===== src/rtl/dmem_pkg.sv =====
// Shared encodings for the data-memory arbiter: FSM states, read-return tags
// and the {CEN, WEN, OEN} strobe patterns of the memory macro.
package dmem_pkg;

    typedef enum logic [1:0] {
        ST_NORM  = 2'd0,
        ST_FORCE = 2'd1,
        ST_BURST = 2'd2
    } state_t;

    typedef enum logic [1:0] {
        TAG_NONE = 2'd0,
        TAG_CPU  = 2'd1,
        TAG_DMA  = 2'd2
    } tag_t;

    // {CEN, WEN, OEN}, all active-low
    localparam logic [2:0] MEM_IDLE  = 3'b111;
    localparam logic [2:0] MEM_WRITE = 3'b001;
    localparam logic [2:0] MEM_READ  = 3'b010;

endpackage


===== src/rtl/dmem_port_mux.sv =====
// Steers the granted requester onto the memory macro pins; with no grant the
// pins go idle and address/data are held at zero.
module dmem_port_mux
    import dmem_pkg::*;
#(
    parameter int AW = 7,
    parameter int DW = 32
) (
    input  logic          cpu_gnt,
    input  logic          cpu_we,
    input  logic [AW-1:0] cpu_addr,
    input  logic [DW-1:0] cpu_wdata,
    input  logic          dma_gnt,
    input  logic          dma_we,
    input  logic [AW-1:0] dma_addr,
    input  logic [DW-1:0] dma_wdata,
    output logic          CEN,
    output logic          WEN,
    output logic          OEN,
    output logic [AW-1:0] A,
    output logic [DW-1:0] Data2Mem
);

    logic [2:0] strobe_next;

    // The arbiter never raises both grants, so the CPU-first order is only a tie-break.
    always_comb begin
        strobe_next = MEM_IDLE;
        A           = '0;
        Data2Mem    = '0;
        if (cpu_gnt) begin
            strobe_next = cpu_we ? MEM_WRITE : MEM_READ;
            A           = cpu_addr;
            Data2Mem    = cpu_wdata;
        end else if (dma_gnt) begin
            strobe_next = dma_we ? MEM_WRITE : MEM_READ;
            A           = dma_addr;
            Data2Mem    = dma_wdata;
        end
    end

    assign {CEN, WEN, OEN} = strobe_next;

endmodule


===== src/rtl/dmem_arbiter.sv =====
// Shares one 1-cycle-latency data-memory port between the CPU (priority) and a
// DMA/debug loader, with starvation-forced DMA slots and locked DMA bursts.
module dmem_arbiter
    import dmem_pkg::*;
#(
    parameter int STARVE_MAX = 4,
    parameter int BURST_MAX  = 8,
    parameter int AW         = 7,
    parameter int DW         = 32
) (
    input  logic          clk,
    input  logic          rst_n,
    input  logic          cpu_req,
    input  logic          cpu_we,
    input  logic [AW-1:0] cpu_addr,
    input  logic [DW-1:0] cpu_wdata,
    output logic          cpu_gnt,
    output logic          cpu_stall,
    output logic          cpu_rvalid,
    output logic [DW-1:0] cpu_rdata,
    input  logic          dma_req,
    input  logic          dma_we,
    input  logic          dma_lock,
    input  logic [AW-1:0] dma_addr,
    input  logic [DW-1:0] dma_wdata,
    output logic          dma_gnt,
    output logic          dma_rvalid,
    output logic [DW-1:0] dma_rdata,
    output logic          CEN,
    output logic          WEN,
    output logic          OEN,
    output logic [AW-1:0] A,
    output logic [DW-1:0] Data2Mem,
    input  logic [DW-1:0] ReadDataMem
);

    localparam logic [3:0] STARVE_LIM = 4'(STARVE_MAX);
    localparam logic [3:0] BURST_LIM  = 4'(BURST_MAX);

    state_t     state_reg, state_next;
    logic [3:0] wait_reg, wait_next;
    logic [3:0] beat_reg, beat_next;
    tag_t       tag_reg, tag_next;

    // Grants depend only on the state and the live requests.
    always_comb begin
        cpu_gnt = 1'b0;
        dma_gnt = 1'b0;
        if (rst_n) begin
            case (state_reg)
                ST_NORM: begin
                    cpu_gnt = cpu_req;
                    dma_gnt = dma_req & ~cpu_req;
                end
                ST_FORCE: begin
                    dma_gnt = dma_req;
                    cpu_gnt = cpu_req & ~dma_req;
                end
                ST_BURST: dma_gnt = dma_req;
                default: ;
            endcase
        end
    end

    assign cpu_stall = cpu_req & ~cpu_gnt;

    always_comb begin
        wait_next  = 4'd0;
        state_next = state_reg;
        beat_next  = beat_reg;
        if (dma_req && !dma_gnt)
            wait_next = (wait_reg == 4'hF) ? 4'hF : wait_reg + 4'd1;

        case (state_reg)
            ST_NORM, ST_FORCE: begin
                // A forced slot lasts one cycle; a locked grant from either state opens a burst.
                state_next = ST_NORM;
                if (dma_gnt && dma_lock && (BURST_MAX > 1)) begin
                    state_next = ST_BURST;
                    beat_next  = 4'd1;
                end else if (state_reg == ST_NORM && wait_next == STARVE_LIM) begin
                    state_next = ST_FORCE;
                end
            end
            ST_BURST: begin
                if (dma_gnt)
                    beat_next = beat_reg + 4'd1;
                if (!dma_req || !dma_lock || beat_next >= BURST_LIM) begin
                    state_next = ST_NORM;
                    beat_next  = 4'd0;
                end
            end
            default: begin
                state_next = ST_NORM;
                beat_next  = 4'd0;
            end
        endcase

        tag_next = TAG_NONE;
        if (cpu_gnt && !cpu_we)
            tag_next = TAG_CPU;
        else if (dma_gnt && !dma_we)
            tag_next = TAG_DMA;
    end

    always_ff @(posedge clk) begin
        if (!rst_n) begin
            state_reg <= ST_NORM;
            wait_reg  <= 4'd0;
            beat_reg  <= 4'd0;
            tag_reg   <= TAG_NONE;
        end else begin
            state_reg <= state_next;
            wait_reg  <= wait_next;
            beat_reg  <= beat_next;
            tag_reg   <= tag_next;
        end
    end

    // Gating with rst_n keeps a read issued just before reset from returning.
    assign cpu_rvalid = rst_n && (tag_reg == TAG_CPU);
    assign dma_rvalid = rst_n && (tag_reg == TAG_DMA);
    assign cpu_rdata  = cpu_rvalid ? ReadDataMem : '0;
    assign dma_rdata  = dma_rvalid ? ReadDataMem : '0;

    dmem_port_mux #(
        .AW (AW),
        .DW (DW)
    ) u_port_mux (
        .cpu_gnt   (cpu_gnt),
        .cpu_we    (cpu_we),
        .cpu_addr  (cpu_addr),
        .cpu_wdata (cpu_wdata),
        .dma_gnt   (dma_gnt),
        .dma_we    (dma_we),
        .dma_addr  (dma_addr),
        .dma_wdata (dma_wdata),
        .CEN       (CEN),
        .WEN       (WEN),
        .OEN       (OEN),
        .A         (A),
        .Data2Mem  (Data2Mem)
    );

endmodule


===== config.mk =====
export PLATFORM = sky130hd
export DESIGN_NAME = dmem_arbiter
export DESIGN_NICKNAME = d
export VERILOG_FILES = /design/src/rtl/dmem_pkg.sv /design/src/rtl/dmem_port_mux.sv /design/src/rtl/dmem_arbiter.sv
export SDC_FILE = /design/constraint.sdc
export NUM_CORES = 1
export LEC_CHECK = 0
export ABC_AREA = 1
export CORE_AREA = 2 2 90 92
export CTS_BUF_LIST = sky130_fd_sc_hd__clkbuf_2 sky130_fd_sc_hd__clkbuf_4 sky130_fd_sc_hd__clkbuf_8
export CTS_CLUSTER_DIAMETER = 60
export DETAILED_ROUTE_END_ITERATION = 6
export DIE_AREA = 0 0 92 94
export MAX_ROUTING_LAYER = met4
export PLACE_DENSITY = 0.82
export SYNTH_ARGS = -nofsm -noshare
export SYNTH_HDL_FRONTEND = slang
export SYNTH_HIERARCHICAL = 1
export SYNTH_SLANG_ARGS = --single-unit

===== constraint.sdc =====
create_clock -name clk -period 4.54 [get_ports clk]
set_input_delay 0.454 -clock clk [delete_from_list [all_inputs] [get_ports clk]]
set_output_delay 0.454 -clock clk [all_outputs]
set_load 0.01 [all_outputs]

==> flow_summary.ini, run 1 <==
[global_routing]
antenna_found_initial = 0
gr-total-overflow = 0
grt_first_pass_wirelength_um = 14100
grt_max_degree = 43
grt.total_usage_pct = 20.2
grt_pass1_vias = 2830

[floorplan]
design.core.area_mm2 = 0.00761
start_util_pct = 27.7
die_area_mm2 = 0.00865
die_y_um = 94
num_rows = 32
pin_count = 228
die_x_um = 92

[routing]
vias = 2953
drt-vias-per-instance = 4.32
ant_nets = 0
dr.pass1.iters = 4
drc_errors = 0
drt_iter0_drc = 102
drt_wl_total_um = 9220
wire_per_inst_um = 13.5

[layout]
diodes = 0
fin_nets = 706
stdcell_area_mm2 = 0.00439
post-route-util_pct = 57.7
syn_to_final_growth_pct = 108
drive_gt1_share_pct = 9.98

[timing]
max_slew_margin_pct = 36.0
finalCritPeriodShare_pct = 76.4
fmax_mhz = 288
setup_viol = 0
finClkSkew_ns = 0.00413
hold_viol_final = 0
fin_crit_ns = 3.47
setup_ws_ns = 1.07
setup_tns_ns = 0
final_max_slew_viol_count = 0
rsz0062_at_grt = false
worst_pin_slew_ns = 0.959

[pwr]
p_total_uw = 513
power_density_mw_per_mm2 = 117
irDropWorstVdd_mv = 0.170
leakage_uw = 0.00201

[logic_synthesis]
synth_cells = 367
syn_area_mm2 = 0.00211
avgSynthCellArea_um2 = 5.74
ys_seq_elements = 12
ys_types = 27
yosysWarnings = 6
postSynthNetCount = 491
yosysSeqAreaShare_pct = 11.4

[setup_path]
crit_top_cell = clkdlybuf4s50_1
cp_slowest_stage_delay_ns = 0.78
slowest_stage = clkdlybuf4s50_1
crit_type = input pin to output pin
cp-end-kind = output pin
cp_max_fo = 42
reg2reg_slack_ns = 2.61
crit_arrival_ns = 3.01
critPathLaunchType = input pin
crit_required_ns = 4.09
path_cells = clkdlybuf4s50_1 > nand4_1 > inv_1 > inv_8 > nand2_1 > nand3_1 > clkdlybuf4s50_1

[clock_tree]
post_cts_buffers = 0
clk_latency_ns = 0.24
cts_num_sinks = 12
cts_inserted_buffers = 3
cts_max_level = 1
cts_tree = built
cts-resized-gates = 0
clock_path_buffers = 2
cts_hold_buf = 0
cts-root-buf = clkbuf_8
clk_transition_reported_paths_ns = 0.05

[hold_path]
worstHoldPathType = register to register

[place]
dp_hpwl_um = 7550
dpl-instance-area_mm2 = 0.00434
port_buffers = 227
place.gp.congestion = 0.886
dp_slack_ns = 1.09

[run_status]
outcome = completed

[run]
maxCapViolations = 0
==> metrics by stage <==
step           instances  hold WS (ns)
2_1_floorplan        367         0.446
3_3_place_gp         679         0.459
3_5_place_dp         679         0.488
4_1_cts              683         0.523
5_1_grt              683         0.554
6_report             683         0.516
==> synthesized netlist by cell type, drive strengths merged <==
cell | n | area share [%]
buf | 12 | 7.1
or2 | 1 | 0.30
clkbuf | 9 | 3.0
xor2 | 1 | 0.42
o21ai | 3 | 0.71
nor3 | 4 | 1.2
dfxtp | 12 | 11
nand2 | 111 | 20
ha | 7 | 4.2
a21oi | 5 | 1.2
nand3 | 49 | 21
nand4 | 4 | 1.2
xnor2 | 1 | 0.42
a21boi | 1 | 0.36
inv | 65 | 12
nor2 | 82 | 15
==> area by class of cell <==
type                            count  area [um2]
Timing Repair Buffer              231        2310
Inverter                           65         251
Multi-Input combinational cell    269        1400
Clock buffer                        4        55.1
Fill cell                         700        3220
Tap cell                          102         128
Sequential cell                    12         240
==> worst paths after layout <==
| path | to | startpoint | cells after the start |
|---|---|---|---|
| setup / recovery | OEN | rst_n | 7 |
| hold / removal | beat_reg[3] | beat_reg[3] | 2 |
| setup reg to reg | beat_reg[0] | state_reg[1] | 10 |
| hold reg to reg | beat_reg[3] | beat_reg[3] | 2 |
==> routing by layer <==
metal	routed length [um]	up-vias	global-route usage [%]
met5	0	-	-
li1	-	1521	-
met2	5150	106	39.6
met3	571	10	3.21
met1	3380	1316	21.6
met4	116	0	3.36
==> report_power, final <==
part	total [uW]	switching, uW	internal [uW]
Clock	116	39.3	76.6
Combinational	287	118	170
Sequential	109	1.70	108
==> logic make-up after synthesis <==
logic type | share of synthesized area, %
simple gates | 59.3
buf+inv | 22.0
flops | 11.4
compound gates | 2.26
fa+ha+maj | 4.16
xor+xnor | 0.832
==> critical path, delay by kind of cell <==
| kind | cells | cell delay [ns] |
|---|---|---|
| AND/OR/NAND/NOR | 3 | 0.43 |
| buffers and inverters | 4 | 2.10 |
==> placed cells by master, fill, tap and decap left out, types with 4 or more instances in the layout <==
cell	netlist	final
nand2_1	110	110
nand3_1	8	8
nand4_1	4	4
a21oi_1	5	5
inv_1	61	61
nand3_2	41	41
clkdlybuf4s50_1	0	227
nor2_1	80	80
ha_1	7	7
dfxtp_1	12	12
clkbuf_8	3	4
Power figures use the tool's default switching activity.
==> inputs of run 2 (changes only) <==
--- a/config.mk
+++ b/config.mk
@@ -6,13 +6,13 @@
 export NUM_CORES = 1
 export LEC_CHECK = 0
 export ABC_AREA = 1
-export CORE_AREA = 2 2 90 92
+export CORE_ASPECT_RATIO = 0.9
+export CORE_UTILIZATION = 29
 export CTS_BUF_LIST = sky130_fd_sc_hd__clkbuf_2 sky130_fd_sc_hd__clkbuf_4 sky130_fd_sc_hd__clkbuf_8
 export CTS_CLUSTER_DIAMETER = 60
 export DETAILED_ROUTE_END_ITERATION = 6
-export DIE_AREA = 0 0 92 94
 export MAX_ROUTING_LAYER = met4
-export PLACE_DENSITY = 0.82
+export PLACE_DENSITY = 0.86
 export SYNTH_ARGS = -nofsm -noshare
 export SYNTH_HDL_FRONTEND = slang
 export SYNTH_HIERARCHICAL = 1
==> constraint.sdc (replaced) <==
create_clock -name clk -period 3.5 [get_ports clk]
set_input_delay 0.35 -clock clk [delete_from_list [all_inputs] [get_ports clk]]
set_output_delay 0.35 -clock clk [all_outputs]
set_load 0.01 [all_outputs]
==> run 2 against run 1 <==
Compared with the run above: critical path depth shrank 1; non-clock buffer count increased by 2; worst setup slack worse by 0.63 ns; die area decreased by 12%; combinational power rose by 30%; register-to-register slack got worse by 1.0 ns; first-iteration DRC count grew 38%; cell count decreased by 1.0%; cell area about the same; largest power group unchanged.
==> flow_summary.ini, run 2 (synthesized netlist as in run 1, its figures left out) <==
[layout]
stdcell_count = 676
fin_nets = 708
seq_area_um2 = 240
final_cell_mix = clkdlybuf4s50_1, nand2_1, nor2_1, inv_1, nand3_2
final_common_cell = clkdlybuf4s50_1
diodes = 0
drive_gt1_share_pct = 10.3
n_fill_cell = 619
syn_to_final_growth_pct = 109
post-route-util_pct = 62.4
multi_input_area_mm2 = 0.00140

[clock_tree]
clk_latency_ns = 0.24
cts_inserted_buffers = 3
clk_transition_reported_paths_ns = 0.05
cts_tree = built
cts-resized-gates = 0
cts_hold_buf = 0
cts_num_sinks = 12
clock_path_buffers = 2
cts_max_level = 1
post_cts_buffers = 0
cts-root-buf = clkbuf_8

[floorplan]
pin_count = 228
die_area_mm2 = 0.00761
design.core.area_mm2 = 0.00704
die_x_um = 91.8
die_y_um = 82.8
num_rows = 29
start_util_pct = 29.9

[timing]
final_max_slew_viol_count = 0
fin_crit_ns = 3.06
rsz0062_at_grt = false
finClkSkew_ns = 0.00391
finalCritPeriodShare_pct = 87.5
setup_viol = 0
setup_ws_ns = 0.438
hold-worst-slack_ns = 0.468
hold_viol_final = 0
fmax_mhz = 327
worst_pin_slew_ns = 0.970
max_slew_margin_pct = 35.3
setup_tns_ns = 0

[global_routing]
grt_pass1_vias = 2677
antenna_found_initial = 0
gr-total-overflow = 0
grt_max_degree = 43
grt.total_usage_pct = 22.9
grt_first_pass_wirelength_um = 13900

[routing]
vias = 2942
ant_nets = 0
drt-vias-per-instance = 4.35
drt_iter0_drc = 141
dr.pass1.iters = 4
drc_errors = 0
wire_per_inst_um = 13.2
drt_wl_total_um = 8910

[run]
maxCapViolations = 0

[hold_path]
hold-path-cell-count = 2
worstHoldPathType = register to register
worstHoldStart = beat_reg[3]

[place]
port_buffers = 227
place.gp.congestion = 0.906
dp_slack_ns = 0.458
dp_cells = 672
dp_hpwl_um = 7400

[setup_path]
cp_max_fo = 32
critPathLaunchType = input pin
cp-end-kind = output pin
crit_required_ns = 3.15
timing.rr.start = state_reg[0]
rr_worst_depth = 10
crit_arrival_ns = 2.71
startpoint = rst_n
crit_type = input pin to output pin

[pwr]
leakage_uw = 0.00202
irDropWorstVdd_mv = 0.177
power_density_mw_per_mm2 = 152

[run_status]
outcome = completed
==> run 2: cell types whose count changed in the layout (fill, tap and decap cells not counted) <==
cell	change
buf_4	+2
==> run 2: layout make-up <==
class	instances	share of cell area, %
Timing Repair Buffer	233	53.0
Multi-Input combinational cell	269	31.9
Inverter	65	5.72
Sequential cell	12	5.47
Tap cell	93	2.65
Clock buffer	4	1.25
==> run 2: per-stage QoR <==
stage          cell area (um2)  total power [uW]
6_report                  4390               667
5_1_grt                   4390               703
4_1_cts                   4390               670
3_5_place_dp              4340               517
3_3_place_gp              4340               511
2_1_floorplan             2110               291
==> run 2: worst paths after layout <==
path / end / slack, ns
max reg2reg: beat_reg[0] / 1.61
min: beat_reg[3] / 0.47
min reg2reg: beat_reg[3] / 0.47
max: dma_rdata[2] / 0.44
==> run 2: routing by layer <==
layer / share of wire (%) / up-vias / wire length, um / track usage [%]
met2: 50 / 96 / 4430 / 40.9
met4: 1.7 / 0 / 155 / 5.68
li1: - / 1525 / - / -
met3: 6.1 / 13 / 543 / 3.57
met5: 0 / - / 0 / -
met1: 42 / 1308 / 3780 / 26.9
==> run 2: power breakdown <==
part           switching [uW]  total [uW]  internal (uW)
Clock                    52.4         152           99.5
Sequential               2.28         142            140
Combinational             152         373            221
Total                     207         667            461
==> run 2: critical path: stages <==
cell and delay, ns:
clkdlybuf4s50_1 0.70, inv_1 0.17, nor3_2 0.22, inv_1 0.44, nor2_1 0.25, clkdlybuf4s50_1 0.57
